===== config.mk =====
export PLATFORM = sky130hd
export DESIGN_NAME = sdram_port_arbiter
export DESIGN_NICKNAME = d
export VERILOG_FILES = /design/src/rtl/sdram_port_arbiter.sv
export SDC_FILE = /design/constraint.sdc
export NUM_CORES = 1
export LEC_CHECK = 0
export BUFFER_PORTS_ARGS = -buffer_cell sky130_fd_sc_hd__buf_4
export CAP_MARGIN = 20
export CELL_PAD_IN_SITES_DETAIL_PLACEMENT = 1
export CELL_PAD_IN_SITES_GLOBAL_PLACEMENT = 1
export CORE_MARGIN = 2
export CORE_UTILIZATION = 32
export CTS_CLUSTER_DIAMETER = 120
export DETAILED_ROUTE_END_ITERATION = 8
export PLACE_DENSITY_LB_ADDON = 0.3
export SETUP_SLACK_MARGIN = 0.1
export SLEW_MARGIN = 0
export SYNTH_ARGS = -nofsm -noshare
export SYNTH_HDL_FRONTEND = slang
export SYNTH_SLANG_ARGS = --single-unit
export TNS_END_PERCENT = 10

===== constraint.sdc =====
create_clock -name clk -period 1.9 [get_ports clk]
set_input_delay 0.285 -clock clk [delete_from_list [all_inputs] [get_ports clk]]
set_output_delay 0.285 -clock clk [all_outputs]
set_load 0.02 [all_outputs]

===== src/rtl/sdram_port_arbiter.sv =====
// Requester side of the SDRAM controller handshake: picks write/read bursts and owns the ring-buffer pointers.
// Optional define SDRAM_RD_GATE_EN adds an occupancy counter so reads never overtake writes.
module sdram_port_arbiter #(
  parameter int                 ADDR_W     = 24,
  parameter int                 WR_BURST   = 256,
  parameter int                 RD_BURST   = 256,
  parameter logic [ADDR_W-1:0]  START_ADDR = '0,
  parameter logic [ADDR_W-1:0]  END_ADDR   = 24'h100000,
  parameter int                 RDF_DEPTH  = 1024
) (
  input  logic              clk,
  input  logic              rst_n,
  input  logic              sdram_init_done,
  input  logic [9:0]        wrf_usedw,
  input  logic [9:0]        rdf_usedw,
  input  logic              rd_valid,
  input  logic              wr_load,
  input  logic              rd_load,
  output logic              sdram_wr_req,
  output logic              sdram_rd_req,
  input  logic              sdram_wr_ack,
  input  logic              sdram_rd_ack,
  output logic [ADDR_W-1:0] sdram_wr_addr,
  output logic [ADDR_W-1:0] sdram_rd_addr,
  output logic [9:0]        sdram_wr_burst,
  output logic [9:0]        sdram_rd_burst,
  output logic              busy
);

  typedef enum logic [2:0] {IDLE, WR_REQ, WR_BUSY, RD_REQ, RD_BUSY} state_t;

  localparam logic [ADDR_W:0] WR_STEP = (ADDR_W+1)'(WR_BURST);
  localparam logic [ADDR_W:0] RD_STEP = (ADDR_W+1)'(RD_BURST);
  localparam logic [ADDR_W:0] END_EXT = {1'b0, END_ADDR};

  state_t            state;
  logic              tok_wr;
  logic              wr_load_pend, rd_load_pend;
  logic              wr_ack_q, rd_ack_q;
  logic              wr_cond, rd_cond, wr_ok, rd_ok;
  logic              wr_active, rd_active;
  logic              wr_done, rd_done;
  logic [ADDR_W:0]   wr_sum, rd_sum;
  logic [ADDR_W-1:0] wr_next, rd_next;

  assign sdram_wr_burst = 10'(WR_BURST);
  assign sdram_rd_burst = 10'(RD_BURST);

  assign wr_cond = {1'b0, wrf_usedw} >= 11'(WR_BURST);
  assign rd_cond = rd_valid && (({1'b0, rdf_usedw} + 11'(RD_BURST)) <= 11'(RDF_DEPTH));

  assign wr_active = (state == WR_REQ) || (state == WR_BUSY);
  assign rd_active = (state == RD_REQ) || (state == RD_BUSY);
  // burst ends on the falling edge of ack
  assign wr_done   = (state == WR_BUSY) && wr_ack_q && !sdram_wr_ack;
  assign rd_done   = (state == RD_BUSY) && rd_ack_q && !sdram_rd_ack;

  assign wr_sum  = {1'b0, sdram_wr_addr} + WR_STEP;
  assign rd_sum  = {1'b0, sdram_rd_addr} + RD_STEP;
  assign wr_next = (wr_sum >= END_EXT) ? START_ADDR : wr_sum[ADDR_W-1:0];
  assign rd_next = (rd_sum >= END_EXT) ? START_ADDR : rd_sum[ADDR_W-1:0];

`ifdef SDRAM_RD_GATE_EN
  localparam logic [24:0] REGION = 25'(END_ADDR) - 25'(START_ADDR);
  logic [24:0] occ;

  always_ff @(posedge clk) begin
    if (!rst_n || wr_load || rd_load) occ <= '0;
    else if (wr_done)                 occ <= occ + 25'(WR_BURST);
    else if (rd_done)                 occ <= occ - 25'(RD_BURST);
  end

  assign wr_ok = wr_cond && ((occ + 25'(WR_BURST)) <= REGION);
  assign rd_ok = rd_cond && (occ >= 25'(RD_BURST));
`else
  assign wr_ok = wr_cond;
  assign rd_ok = rd_cond;
`endif

  always_ff @(posedge clk) begin
    if (!rst_n) begin
      state         <= IDLE;
      sdram_wr_req  <= 1'b0;
      sdram_rd_req  <= 1'b0;
      sdram_wr_addr <= START_ADDR;
      sdram_rd_addr <= START_ADDR;
      busy          <= 1'b0;
      tok_wr        <= 1'b1;
      wr_load_pend  <= 1'b0;
      rd_load_pend  <= 1'b0;
      wr_ack_q      <= 1'b0;
      rd_ack_q      <= 1'b0;
    end else begin
      wr_ack_q <= sdram_wr_ack;
      rd_ack_q <= sdram_rd_ack;

      // a load aimed at a direction mid-transaction is deferred to its completion
      if (wr_active) begin
        if (wr_load) wr_load_pend <= 1'b1;
      end else if (wr_load) begin
        sdram_wr_addr <= START_ADDR;
      end
      if (rd_active) begin
        if (rd_load) rd_load_pend <= 1'b1;
      end else if (rd_load) begin
        sdram_rd_addr <= START_ADDR;
      end

      case (state)
        IDLE: begin
          if (sdram_init_done) begin
            if (wr_ok && (!rd_ok || tok_wr)) begin
              state        <= WR_REQ;
              sdram_wr_req <= 1'b1;
              busy         <= 1'b1;
              if (rd_ok) tok_wr <= 1'b0;
            end else if (rd_ok) begin
              state        <= RD_REQ;
              sdram_rd_req <= 1'b1;
              busy         <= 1'b1;
              if (wr_ok) tok_wr <= 1'b1;
            end
          end
        end
        WR_REQ: begin
          if (sdram_wr_ack) begin
            sdram_wr_req <= 1'b0;
            state        <= WR_BUSY;
          end
        end
        WR_BUSY: begin
          if (wr_done) begin
            state         <= IDLE;
            busy          <= 1'b0;
            wr_load_pend  <= 1'b0;
            sdram_wr_addr <= (wr_load || wr_load_pend) ? START_ADDR : wr_next;
          end
        end
        RD_REQ: begin
          if (sdram_rd_ack) begin
            sdram_rd_req <= 1'b0;
            state        <= RD_BUSY;
          end
        end
        RD_BUSY: begin
          if (rd_done) begin
            state         <= IDLE;
            busy          <= 1'b0;
            rd_load_pend  <= 1'b0;
            sdram_rd_addr <= (rd_load || rd_load_pend) ? START_ADDR : rd_next;
          end
        end
        default: begin
          state        <= IDLE;
          sdram_wr_req <= 1'b0;
          sdram_rd_req <= 1'b0;
          busy         <= 1'b0;
        end
      endcase
    end
  end

endmodule


==> impl_metrics.tcl <==
set metrics [dict create \
    start_util_pct 33.0 \
    setup_viol 20 \
    viasPerCell 5.10 \
    overflow 0 \
    total_leakage_power_nw 1.75 \
    ys_ff_latch 59 \
    final_core_util_pct 47.5 \
    drcViolationCount 0 \
    dp_hpwl_mm 6.09 \
    power.density_nw_per_um2 767 \
    cts_sinks 59 \
    gp_congestion 0.785 \
    critical_path.top_delay_family "simple AND/OR/NAND/NOR gates" \
    cp.required_ps 2150 \
    crit_fanout 5 \
    period_minus_slack_ps 2170 \
    nets 483 \
    cts_hold_buf 0 \
    grt_pass1_wl_mm 13.8 \
    io_buffers 70 \
    rsz0062_at_grt "true" \
    max-cap-violations 0 \
    dr.pass1.iters 4 \
    fin_total_pwr_mw 3.17 \
    numCtsBuffers 9 \
    layout-drive-gt1-share_pct 40.4 \
    syn2layout_area_growth_pct 44.1 \
    multiInputGateArea_sq_um 1640 \
    rows 34 \
    final_area_sq_um 4140 \
    cts-root-buf "clkbuf_8" \
    core_sq_um 8720 \
    tightest_slew_ps 525 \
    antenna_found_initial 0 \
    slew_headroom_pct 64.5 \
    crit_buf_inv 1 \
    grt_max_degree 21 \
    track_usage_pct 17.2 \
    setup-tns-final_ps -2910 \
    postRouteAntennaNets 0 \
    post-route-period-util_pct 114 \
    n_antenna_cell 0 \
    io_pins 99 \
    synth_ff_type "dfxtp_1" \
    holdWs_ps 190 \
    fill_cells 1035 \
    h-tree-depth 3 \
    status "complete, but fails checks" \
    ys_seq_area_share_pct 41.1 \
    ir_drop_mv 0.416 \
    drt_iter0_drc 41 \
    finClkSkew_ps 10.6 \
    cts.reportedPaths.clkPinSlew_ps 70 \
    violations "setup timing" \
    die_w_um 98.8 \
    path_cells "nand4_1 > nor4_2 > mux2i_1 > and4_4 > buf_12 > o21ai_0 > a31oi_1" \
    first_global_vias 2979 \
    critPathLaunchType "flop" \
    num_vias 2884 \
    hp-class "primary input to flop" \
    dieArea_sq_um 9760 \
    synthCells 349 \
    totalWireLength_mm 8.28 \
    dieHeight_um 98.8 \
    cts_tree "yes" \
    layout_setup_ws_ps -265 \
    synth_area_sq_um 2870 \
    arrival_ps 2410 \
    cpMaxStageDelayCell "nor4_2" \
    synth_cell_types 51 \
    path_class "flop to flop" \
    async_flop_share_pct 0 \
    drv_slew 0 \
    clockBufferDepth 2 \
    final-hold-violation-count 0 \
    wire_per_inst_um 14.6 \
    synth.avg_cell_area_sq_um 8.23 \
    fmax_ghz 0.462 \
    clock_latency_ps 340 \
    end_kind "flop" \
    seq_area_sq_um 1240 \
    yosysWarnings 0 \
    synth_edf_count 0 \
    placed_cell_area_sq_um 3830 \
    cpPeakStageDelay_ps 440 \
]
## layout make-up
type | count | share of cell area (%)
multi-input combinational | 263 | 39.6
sequential | 59 | 29.9
timing repair buffer | 110 | 21.7
tap | 108 | 3.26
clock buffer | 10 | 3.08
clock inverter | 6 | 1.57
inverter | 10 | 0.907
## per-stage QoR
stage / worst slack, ps / instances
2_1_floorplan: 65.1 / 367
3_3_place_gp: -14.4 / 547
3_5_place_dp: -123 / 547
4_1_cts: -135 / 563
5_1_grt: -283 / 566
6_report: -265 / 566
## registers in the layout, summed over array words and instances (netlist names)
signal,cells
busy,1
rd_load_pend,1
sdram_wr_addr,24
tok_wr,1
sdram_rd_addr,24
state,3
sdram_rd_req,1
rd_ack_q,1
sdram_wr_req,1
wr_ack_q,1
wr_load_pend,1
## metal layers
metal	GRT usage, %	wire length [um]	up-vias
met5	0	0	-
met4	7.06	114	0
met3	3.76	358	7
met2	29.2	4100	64
met1	21.1	3710	1388
li1	-	-	1425
## final timing paths
check | start | endpoint | slack (ps) | cells past startpoint
max | sdram_rd_addr[13] | sdram_rd_addr[15] | -270 | 7
min reg2reg | sdram_wr_addr[5] | sdram_wr_addr[5] | 460 | 1
min | sdram_wr_ack | wr_ack_q | 190 | 3
max reg2reg | sdram_rd_addr[13] | sdram_rd_addr[15] | -270 | 7
## layout by cell type, fill, tap and decap left out, types with 10 or more instances in the layout
master	count
dfxtp_2	17
dfxtp_4	10
buf_4	103
a31oi_1	12
nand2_1	34
conb_1	20
nor2_1	31
nand3_1	23
and3_1	11
nand4_1	10
dfxtp_1	32
and2_1	15
a21oi_1	12
## report_power, final
part	total [mW]	leakage, nW	switching [mW]	internal, mW
clock network	1.14	0.0928	0.536	0.606
registers	1.32	0.494	0.0401	1.28
logic	0.716	1.17	0.410	0.306
## tightest hold or removal path, stage by stage
cell and delay (ps):
buf_4 80, inv_1 40, nor2_1 80
## timing repair
item | CTS | global route
setup endpoints to repair | 40 | 45
cloned | 0 | 2
pin swaps | 11 | 16
gates resized for setup | 3 | 16
setup buffers | 0 | 1
## synth_stat cells, types with 7 or more instances
| cell type | number | area (sq um) |
|---|---|---|
| nor2_1 | 31 | 116 |
| dfxtp_1 | 59 | 1180 |
| a31oi_1 | 12 | 75.1 |
| clkbuf_1 | 8 | 30.0 |
| o21ai_0 | 10 | 50.1 |
| nand3_1 | 26 | 130 |
| and3_1 | 11 | 68.8 |
| a21oi_1 | 16 | 80.1 |
| nor4_1 | 7 | 43.8 |
| nor3_1 | 7 | 35.0 |
| nand2_1 | 35 | 131 |
| and2_1 | 20 | 125 |
| nand4_1 | 10 | 62.6 |
| inv_1 | 9 | 33.8 |
| buf_4 | 20 | 150 |
## kinds of logic (layout without fill, tap and decap cells)
family          count (synthesis)  count (layout)  share of synthesized area (%)
compound gates                 62              62                           14.1
xor+xnor                        2               2                          0.610
fa+ha+maj                       2               2                          0.871
buf+inv                        45             136                           9.32
flops                          59              59                           41.1
mux                             6               6                           2.18
other cells                     2              20                          0.261
simple gates                  171             171                           31.5
Note: power is estimated with default switching activity, not from simulation.
